[src/rtl/uart_rx_pkg.sv]
// Shared definitions for the UART receiver: register offsets, status layout and FSM encoding.
package uart_rx_pkg;

  localparam logic [31:0] UART_RX_DATA   = 32'h0000_0000;
  localparam logic [31:0] UART_RX_STATUS = 32'h0000_0004;

  localparam int unsigned ST_NOT_EMPTY  = 0;
  localparam int unsigned ST_FULL       = 1;
  localparam int unsigned ST_OVERRUN    = 2;
  localparam int unsigned ST_FRAME_ERR  = 3;
  localparam int unsigned ST_COUNT_LSB  = 8;
  localparam int unsigned RXDATA_VALID  = 31;

  typedef enum logic [2:0] {
    RX_IDLE  = 3'd0,
    RX_START = 3'd1,
    RX_DATA  = 3'd2,
    RX_STOP  = 3'd3,
    RX_BREAK = 3'd4
  } rx_state_t;

  typedef struct packed {
    logic [15:0] rsvd_hi;
    logic [7:0]  count;
    logic [3:0]  rsvd_lo;
    logic        frame_err;
    logic        overrun;
    logic        full;
    logic        not_empty;
  } status_reg_t;

endpackage

[src/rtl/sync_fifo.sv]
// Single-clock FIFO with naturally wrapping pointers; head is a combinational read of the oldest entry.
module sync_fifo #(
  parameter int unsigned WIDTH = 8,
  parameter int unsigned DEPTH = 16
) (
  input  logic                     clk,
  input  logic                     resetn,
  input  logic                     push,
  input  logic [WIDTH-1:0]         din,
  input  logic                     pop,
  output logic [WIDTH-1:0]         head_c,
  output logic                     full_c,
  output logic                     empty_c,
  output logic [$clog2(DEPTH):0]   count
);

  localparam int unsigned AW = $clog2(DEPTH);
  localparam int unsigned CW = AW + 1;

  logic [WIDTH-1:0] mem [DEPTH];
  logic [AW-1:0]    wr_ptr;
  logic [AW-1:0]    rd_ptr;
  logic             do_push;
  logic             do_pop;

  assign full_c  = (count == CW'(DEPTH));
  assign empty_c = (count == '0);
  assign do_push = push & ~full_c;
  assign do_pop  = pop & ~empty_c;
  assign head_c  = mem[rd_ptr];

  always_ff @(posedge clk) begin
    if (!resetn) begin
      wr_ptr <= '0;
      rd_ptr <= '0;
      count  <= '0;
    end else begin
      if (do_push) wr_ptr <= wr_ptr + AW'(1);
      if (do_pop)  rd_ptr <= rd_ptr + AW'(1);
      count <= count + CW'(do_push) - CW'(do_pop);
    end
  end

  // Storage needs no reset; occupancy is tracked by the pointers and count.
  always_ff @(posedge clk) begin
    if (do_push) mem[wr_ptr] <= din;
  end

endmodule

[src/rtl/uart_rx.sv]
// Memory-mapped 8N1 UART receiver: 16x oversampling framer, receive FIFO and RXDATA/STATUS registers.
module uart_rx
  import uart_rx_pkg::*;
#(
  parameter int unsigned CLK_HZ     = 80000000,
  parameter int unsigned BAUD       = 115200,
  parameter int unsigned FIFO_DEPTH = 16
) (
  input  logic        clk,
  input  logic        resetn,
  input  logic        enable,
  input  logic        mem_valid,
  output logic        mem_ready,
  input  logic        mem_instr,
  input  logic [31:0] mem_addr,
  input  logic [3:0]  mem_wstrb,
  input  logic [31:0] mem_wdata,
  output logic [31:0] mem_rdata,
  input  logic        serialIn
);

  localparam int unsigned DIV   = CLK_HZ / (BAUD * 16);
  localparam int unsigned DIV_W = (DIV > 1) ? $clog2(DIV) : 1;
  localparam int unsigned CW    = $clog2(FIFO_DEPTH) + 1;

  if (DIV == 0) begin : g_bad_div
    $error("uart_rx: CLK_HZ too low for BAUD*16 oversampling");
  end

  logic [DIV_W-1:0] tick_cnt;
  logic             tick_c;
  logic             rx_meta;
  logic             rx_s;

  rx_state_t        state_q, state_d;
  logic [3:0]       scnt_q, scnt_d;
  logic [2:0]       bcnt_q, bcnt_d;
  logic [7:0]       shreg_q, shreg_d;
  logic             push_c;
  logic             frame_set_c;

  logic             overrun_q;
  logic             frame_err_q;

  logic             access_c;
  logic             rd_c;
  logic             wr_c;
  logic             sel_status_c;
  logic             pop_c;
  logic             clr_ovr_c;
  logic             clr_ferr_c;
  logic [31:0]      rdata_c;
  status_reg_t      status_c;

  logic [7:0]       fifo_head_c;
  logic             fifo_full_c;
  logic             fifo_empty_c;
  logic [CW-1:0]    fifo_count;

  logic             unused_c;
  assign unused_c = ^{mem_instr, mem_addr[31:3], mem_addr[1:0], mem_wdata[31:4], mem_wdata[1:0]};

  // Free-running oversample divider and line synchronizer.
  assign tick_c = (tick_cnt == DIV_W'(DIV - 1));

  always_ff @(posedge clk) begin
    if (!resetn) begin
      tick_cnt <= '0;
      rx_meta  <= 1'b1;
      rx_s     <= 1'b1;
    end else begin
      tick_cnt <= tick_c ? '0 : tick_cnt + DIV_W'(1);
      rx_meta  <= serialIn;
      rx_s     <= rx_meta;
    end
  end

  always_ff @(posedge clk) begin
    if (!resetn) begin
      state_q <= RX_IDLE;
      scnt_q  <= '0;
      bcnt_q  <= '0;
      shreg_q <= '0;
    end else begin
      state_q <= state_d;
      scnt_q  <= scnt_d;
      bcnt_q  <= bcnt_d;
      shreg_q <= shreg_d;
    end
  end

  // Framer: start bit confirmed at mid-bit, data and stop sampled every 16 ticks after that.
  always_comb begin
    state_d     = state_q;
    scnt_d      = scnt_q;
    bcnt_d      = bcnt_q;
    shreg_d     = shreg_q;
    push_c      = 1'b0;
    frame_set_c = 1'b0;
    case (state_q)
      RX_IDLE: begin
        if (!rx_s) begin
          scnt_d  = '0;
          state_d = RX_START;
        end
      end
      RX_START: begin
        if (tick_c) begin
          if (scnt_q == 4'd7) begin
            if (rx_s) begin
              state_d = RX_IDLE;
            end else begin
              scnt_d  = '0;
              bcnt_d  = '0;
              state_d = RX_DATA;
            end
          end else begin
            scnt_d = scnt_q + 4'd1;
          end
        end
      end
      RX_DATA: begin
        if (tick_c) begin
          scnt_d = scnt_q + 4'd1;
          if (scnt_q == 4'd15) begin
            shreg_d = {rx_s, shreg_q[7:1]};
            if (bcnt_q == 3'd7) state_d = RX_STOP;
            else                bcnt_d  = bcnt_q + 3'd1;
          end
        end
      end
      RX_STOP: begin
        if (tick_c) begin
          scnt_d = scnt_q + 4'd1;
          if (scnt_q == 4'd15) begin
            if (rx_s) begin
              push_c  = 1'b1;
              state_d = RX_IDLE;
            end else begin
              frame_set_c = 1'b1;
              state_d     = RX_BREAK;
            end
          end
        end
      end
      RX_BREAK: begin
        if (rx_s) state_d = RX_IDLE;
      end
      default: state_d = RX_IDLE;
    endcase
  end

  sync_fifo #(
    .WIDTH (8),
    .DEPTH (FIFO_DEPTH)
  ) u_fifo (
    .clk     (clk),
    .resetn  (resetn),
    .push    (push_c),
    .din     (shreg_q),
    .pop     (pop_c),
    .head_c  (fifo_head_c),
    .full_c  (fifo_full_c),
    .empty_c (fifo_empty_c),
    .count   (fifo_count)
  );

  // Bus decode; side effects land on the same edge that raises mem_ready.
  always_comb begin
    access_c     = enable & mem_valid & ~mem_ready;
    rd_c         = access_c & (mem_wstrb == 4'h0);
    wr_c         = access_c & (mem_wstrb != 4'h0);
    sel_status_c = (mem_addr[2] == UART_RX_STATUS[2]);
    pop_c        = rd_c & ~sel_status_c & ~fifo_empty_c;
    clr_ovr_c    = wr_c & sel_status_c & mem_wstrb[0] & mem_wdata[ST_OVERRUN];
    clr_ferr_c   = wr_c & sel_status_c & mem_wstrb[0] & mem_wdata[ST_FRAME_ERR];

    status_c           = '0;
    status_c.not_empty = ~fifo_empty_c;
    status_c.full      = fifo_full_c;
    status_c.overrun   = overrun_q;
    status_c.frame_err = frame_err_q;
    status_c.count     = 8'(fifo_count);

    rdata_c = '0;
    if (rd_c) begin
      if (sel_status_c)       rdata_c = status_c;
      else if (!fifo_empty_c) rdata_c = {1'b1, 23'd0, fifo_head_c};
    end
  end

  // Sticky error bits: a new event wins over a simultaneous clear.
  always_ff @(posedge clk) begin
    if (!resetn) begin
      overrun_q   <= 1'b0;
      frame_err_q <= 1'b0;
      mem_ready   <= 1'b0;
      mem_rdata   <= '0;
    end else begin
      overrun_q   <= (push_c & fifo_full_c) | (overrun_q & ~clr_ovr_c);
      frame_err_q <= frame_set_c | (frame_err_q & ~clr_ferr_c);
      mem_ready   <= access_c;
      mem_rdata   <= rdata_c;
    end
  end

endmodule

[config.mk]
export PLATFORM = sky130hd
export DESIGN_NAME = uart_rx
export DESIGN_NICKNAME = d
export VERILOG_FILES = /design/src/rtl/uart_rx_pkg.sv /design/src/rtl/sync_fifo.sv /design/src/rtl/uart_rx.sv
export SDC_FILE = /design/constraint.sdc
export NUM_CORES = 1
export LEC_CHECK = 0
export ABC_AREA = 1
export CAP_MARGIN = 20
export CORE_AREA = 2 2 144 146
export CTS_CLUSTER_DIAMETER = 150
export DETAILED_ROUTE_END_ITERATION = 8
export DIE_AREA = 0 0 146 148
export PLACE_DENSITY = 0.61
export SKIP_LAST_GASP = 1
export SYNTH_ARGS = -nofsm -noshare
export SYNTH_HDL_FRONTEND = slang
export SYNTH_SLANG_ARGS = --single-unit
[constraint.sdc]
create_clock -name clk -period 3.2 [get_ports clk]
set_input_delay 0.48 -clock clk [delete_from_list [all_inputs] [get_ports clk]]
set_output_delay 0.48 -clock clk [all_outputs]
set_load 0.02 [all_outputs]
==> results.md <==
* Cts bufs inserted at 17
* Outcome: finished, final reports clean
* Seq/Total Area, Yosys at 64.0%
* Clock Pin Slew Worst Setup and Hold Paths at 0.07 ns
* Nature of the critical path endpoint: flip-flop
* Drt wl/cell at 14.6 um
* Syn Area/Cell at 10.0 um^2
* Critical setup path kind: input port to flip-flop
* Crit path max fanout at 4
* CTS tree: yes
* # hold bufs at CTS at 0
* Core Util, Final at 45.5%
* DIE WIDTH at 146 um
* Sw Share at 21.3%
* Gate power share at 5.3%
* P_leak at 3.19 nW
* H-tree levels at 4
* IO Port Bufs at 26
* Final WL at 16300 um
* Iteration-0 DRC Markers at 286
* Flop pwr share at 51.7%
* Post-synthesis cell type count at 33
* Yosys reg bits at 188
* Commonest non-fill, non-tap cells in the layout: 140 x nor2_1, 128 x edfxtp_1, 114 x nand2_1
* GP Congestion at 0.801
* Design area at 0.00912 mm^2
* Synthesis warning total at 0
* Min Clock Period, post-route at 2.70 ns
* Number of diodes at 0
* Synth-to-Final Area Change at 15.6%
* Setup Fix Bufs, Post-CTS at 0
* CP Cell Sequence: clkdlybuf4s50_1 -> inv_1 -> nor2_1 -> nand2_1 -> nor2_1 -> nand3_1 -> inv_1 -> ha_1 -> inv_1 -> ha_1 -> inv_1 -> fa_1 -> o31ai_1 -> o21ai_0 -> a21oi_1
* Final hold vios at 0
* Die Y-Extent at 148 um
* Number of global-route vias before repair at 5078
* Final Slew Violations at 0
* Total Routing Usage GR at 15.7%
* Vias per inst at 4.78
* Setup violators final at 0
* Max-Cap Viols at 0
* DR DRC count at 0
* Initial Utilization at 39.4%
* Setup TNS Final at 0 ns
* Maximum VDD drop at 0.000390 V
* Tcrit/Tclk final at 84.3%
* Synthesized area at 0.00789 mm^2
* DRT antenna net count at 0
* Nets at 918
* Net Sw Power at 0.00108 W
* Share of cells above drive strength 1 at 8.57%
* Worst path max stage delay at 0.45 ns
* Crit path DAT at 3.07 ns
* Row Count at 52
* Worst Hold Class: flip-flop to flip-flop
* Clock power frac at 43.0%
* Critical path's top delay family: adder cells
* First drt pass iteration count at 4
* Post-detail-place hpwl at 10100 um
* Total grt overflow at 0
* Clock latency on the worst-skew pair at 0.44 ns
* Most common cell after layout, fill and taps aside: nor2_1
* FMAX at 371 MHz
* CTS resizes at 0
* CP required at 3.57 ns
* Clock Skew at 0.0116 ns
* Hold_ws at 0.414 ns
* Most used cell along the critical path: inv_1
* Worst slew pin tran at 0.730 ns
* RSZ-0062 raised after global routing: false
* Slew margin rel. at 51.3%
* Area after DPL at 0.00849 mm^2
* CTS Buffer Depth at 2
* I/O pin count at 107
* Largest net degree at the start of global routing at 70
* Internal power at 0.00399 W
* CP Launch Type: input port
* Cell Pwr Density at 557 mW/mm^2
* Core area at 0.0200 mm^2
* Initial antenna violation count at 0
* CTS sink cnt at 188
* Clock root cell: clkbuf_16
* Slowest cell on crit path: clkdlybuf4s50_1
* Worst path buffer plus inverter count at 5
* Die Footprint at 0.0216 mm^2
* Synth Instances at 785
* Via count at 5306
* First-pass GRT wire length at 26100 um
synthesized netlist by cell type, drive strengths merged:
cell type / count / area [um^2]
dfxtp: 60 / 1200
fa: 1 / 20.0
nand4: 6 / 37.5
nor3b: 1 / 7.51
ha: 16 / 200
clkbuf: 16 / 61.3
o211ai: 4 / 30.0
o31ai: 1 / 7.51
nand3: 44 / 220
a21oi: 32 / 160
xor2: 6 / 52.6
inv: 66 / 248
edfxtp: 128 / 3840
o21ai: 88 / 440
conb: 1 / 3.75
or2: 2 / 12.5
o22ai: 16 / 100
nand2: 115 / 434
xnor2: 2 / 17.5
nand3b: 1 / 7.51
nor3: 2 / 15.0
clkinv: 1 / 3.75
nor2: 146 / 568
buf: 30 / 195
power by group through the flow:
| stage | Combinational (W) | Clock (W) | Sequential, W |
|---|---|---|---|
| 3_5_place_dp | 0.000268 | 0 | 0.00268 |
| 2_1_floorplan | 0.000226 | 0 | 0.00267 |
| 3_3_place_gp | 0.000263 | 0 | 0.00268 |
| 4_1_cts | 0.000269 | 0.00222 | 0.00262 |
| 6_report | 0.000268 | 0.00218 | 0.00262 |
| 5_1_grt | 0.000316 | 0.00231 | 0.00263 |
metrics by stage:
step / setup slack, ns / std cells / total power, W
2_1_floorplan: 0.761 / 802 / 0.00290
3_3_place_gp: 0.110 / 1078 / 0.00294
3_5_place_dp: 0.0288 / 1078 / 0.00295
4_1_cts: 0.497 / 1110 / 0.00511
5_1_grt: 0.383 / 1110 / 0.00525
6_report: 0.502 / 1110 / 0.00508
cell type report:
class	instances	area, um^2
clock buffers	25	527
clock inverters	7	100
fillers	1907	10900
inverters	67	251
multi-input cells	501	2400
flip-flops and latches	188	5050
well taps	270	338
repair buffers	52	455
per-layer routing:
layer  wire, um  up-vias  GRT usage, %
li1           -     2694             -
met1       7480     2478          20.1
met2       7820      115          25.9
met3        744       19          3.52
met4        216        0          6.36
met5          0        -             0
cells by family (layout without fill, tap and decap cells):
family | Yosys count | count (layout) | share of synthesized area, %
flops | 188 | 188 | 64.0
fa+ha+maj | 17 | 17 | 2.79
compound gates | 141 | 141 | 9.36
simple gates | 317 | 317 | 16.5
xor+xnor | 8 | 8 | 0.888
buf+inv | 113 | 151 | 6.44
other cells | 1 | 18 | 0.0475
state kept, by name, indices dropped and copies added, names as in the netlist, 3 cells and up, named ones only:
name,count
mem_rdata,14
scnt_q,4
u_fifo.count,5
u_fifo.rd_ptr,4
u_fifo.mem,128
tick_cnt,6
u_fifo.wr_ptr,4
state_q,3
shreg_q,8
bcnt_q,3
worst paths after layout:
check,from,end,slack (ns),cells past startpoint
setup reg to reg,u_fifo.count[2]$_SDFF_PN0_,u_fifo.count[4]$_SDFF_PN0_,0.57,13
setup / recovery,mem_valid,u_fifo.count[4]$_SDFF_PN0_,0.50,15
hold / removal,rx_meta$_SDFF_PN1_,rx_s$_SDFF_PN1_,0.41,1
hold reg to reg,rx_meta$_SDFF_PN1_,rx_s$_SDFF_PN1_,0.41,1
Note: power is estimated with default switching activity, not from simulation.
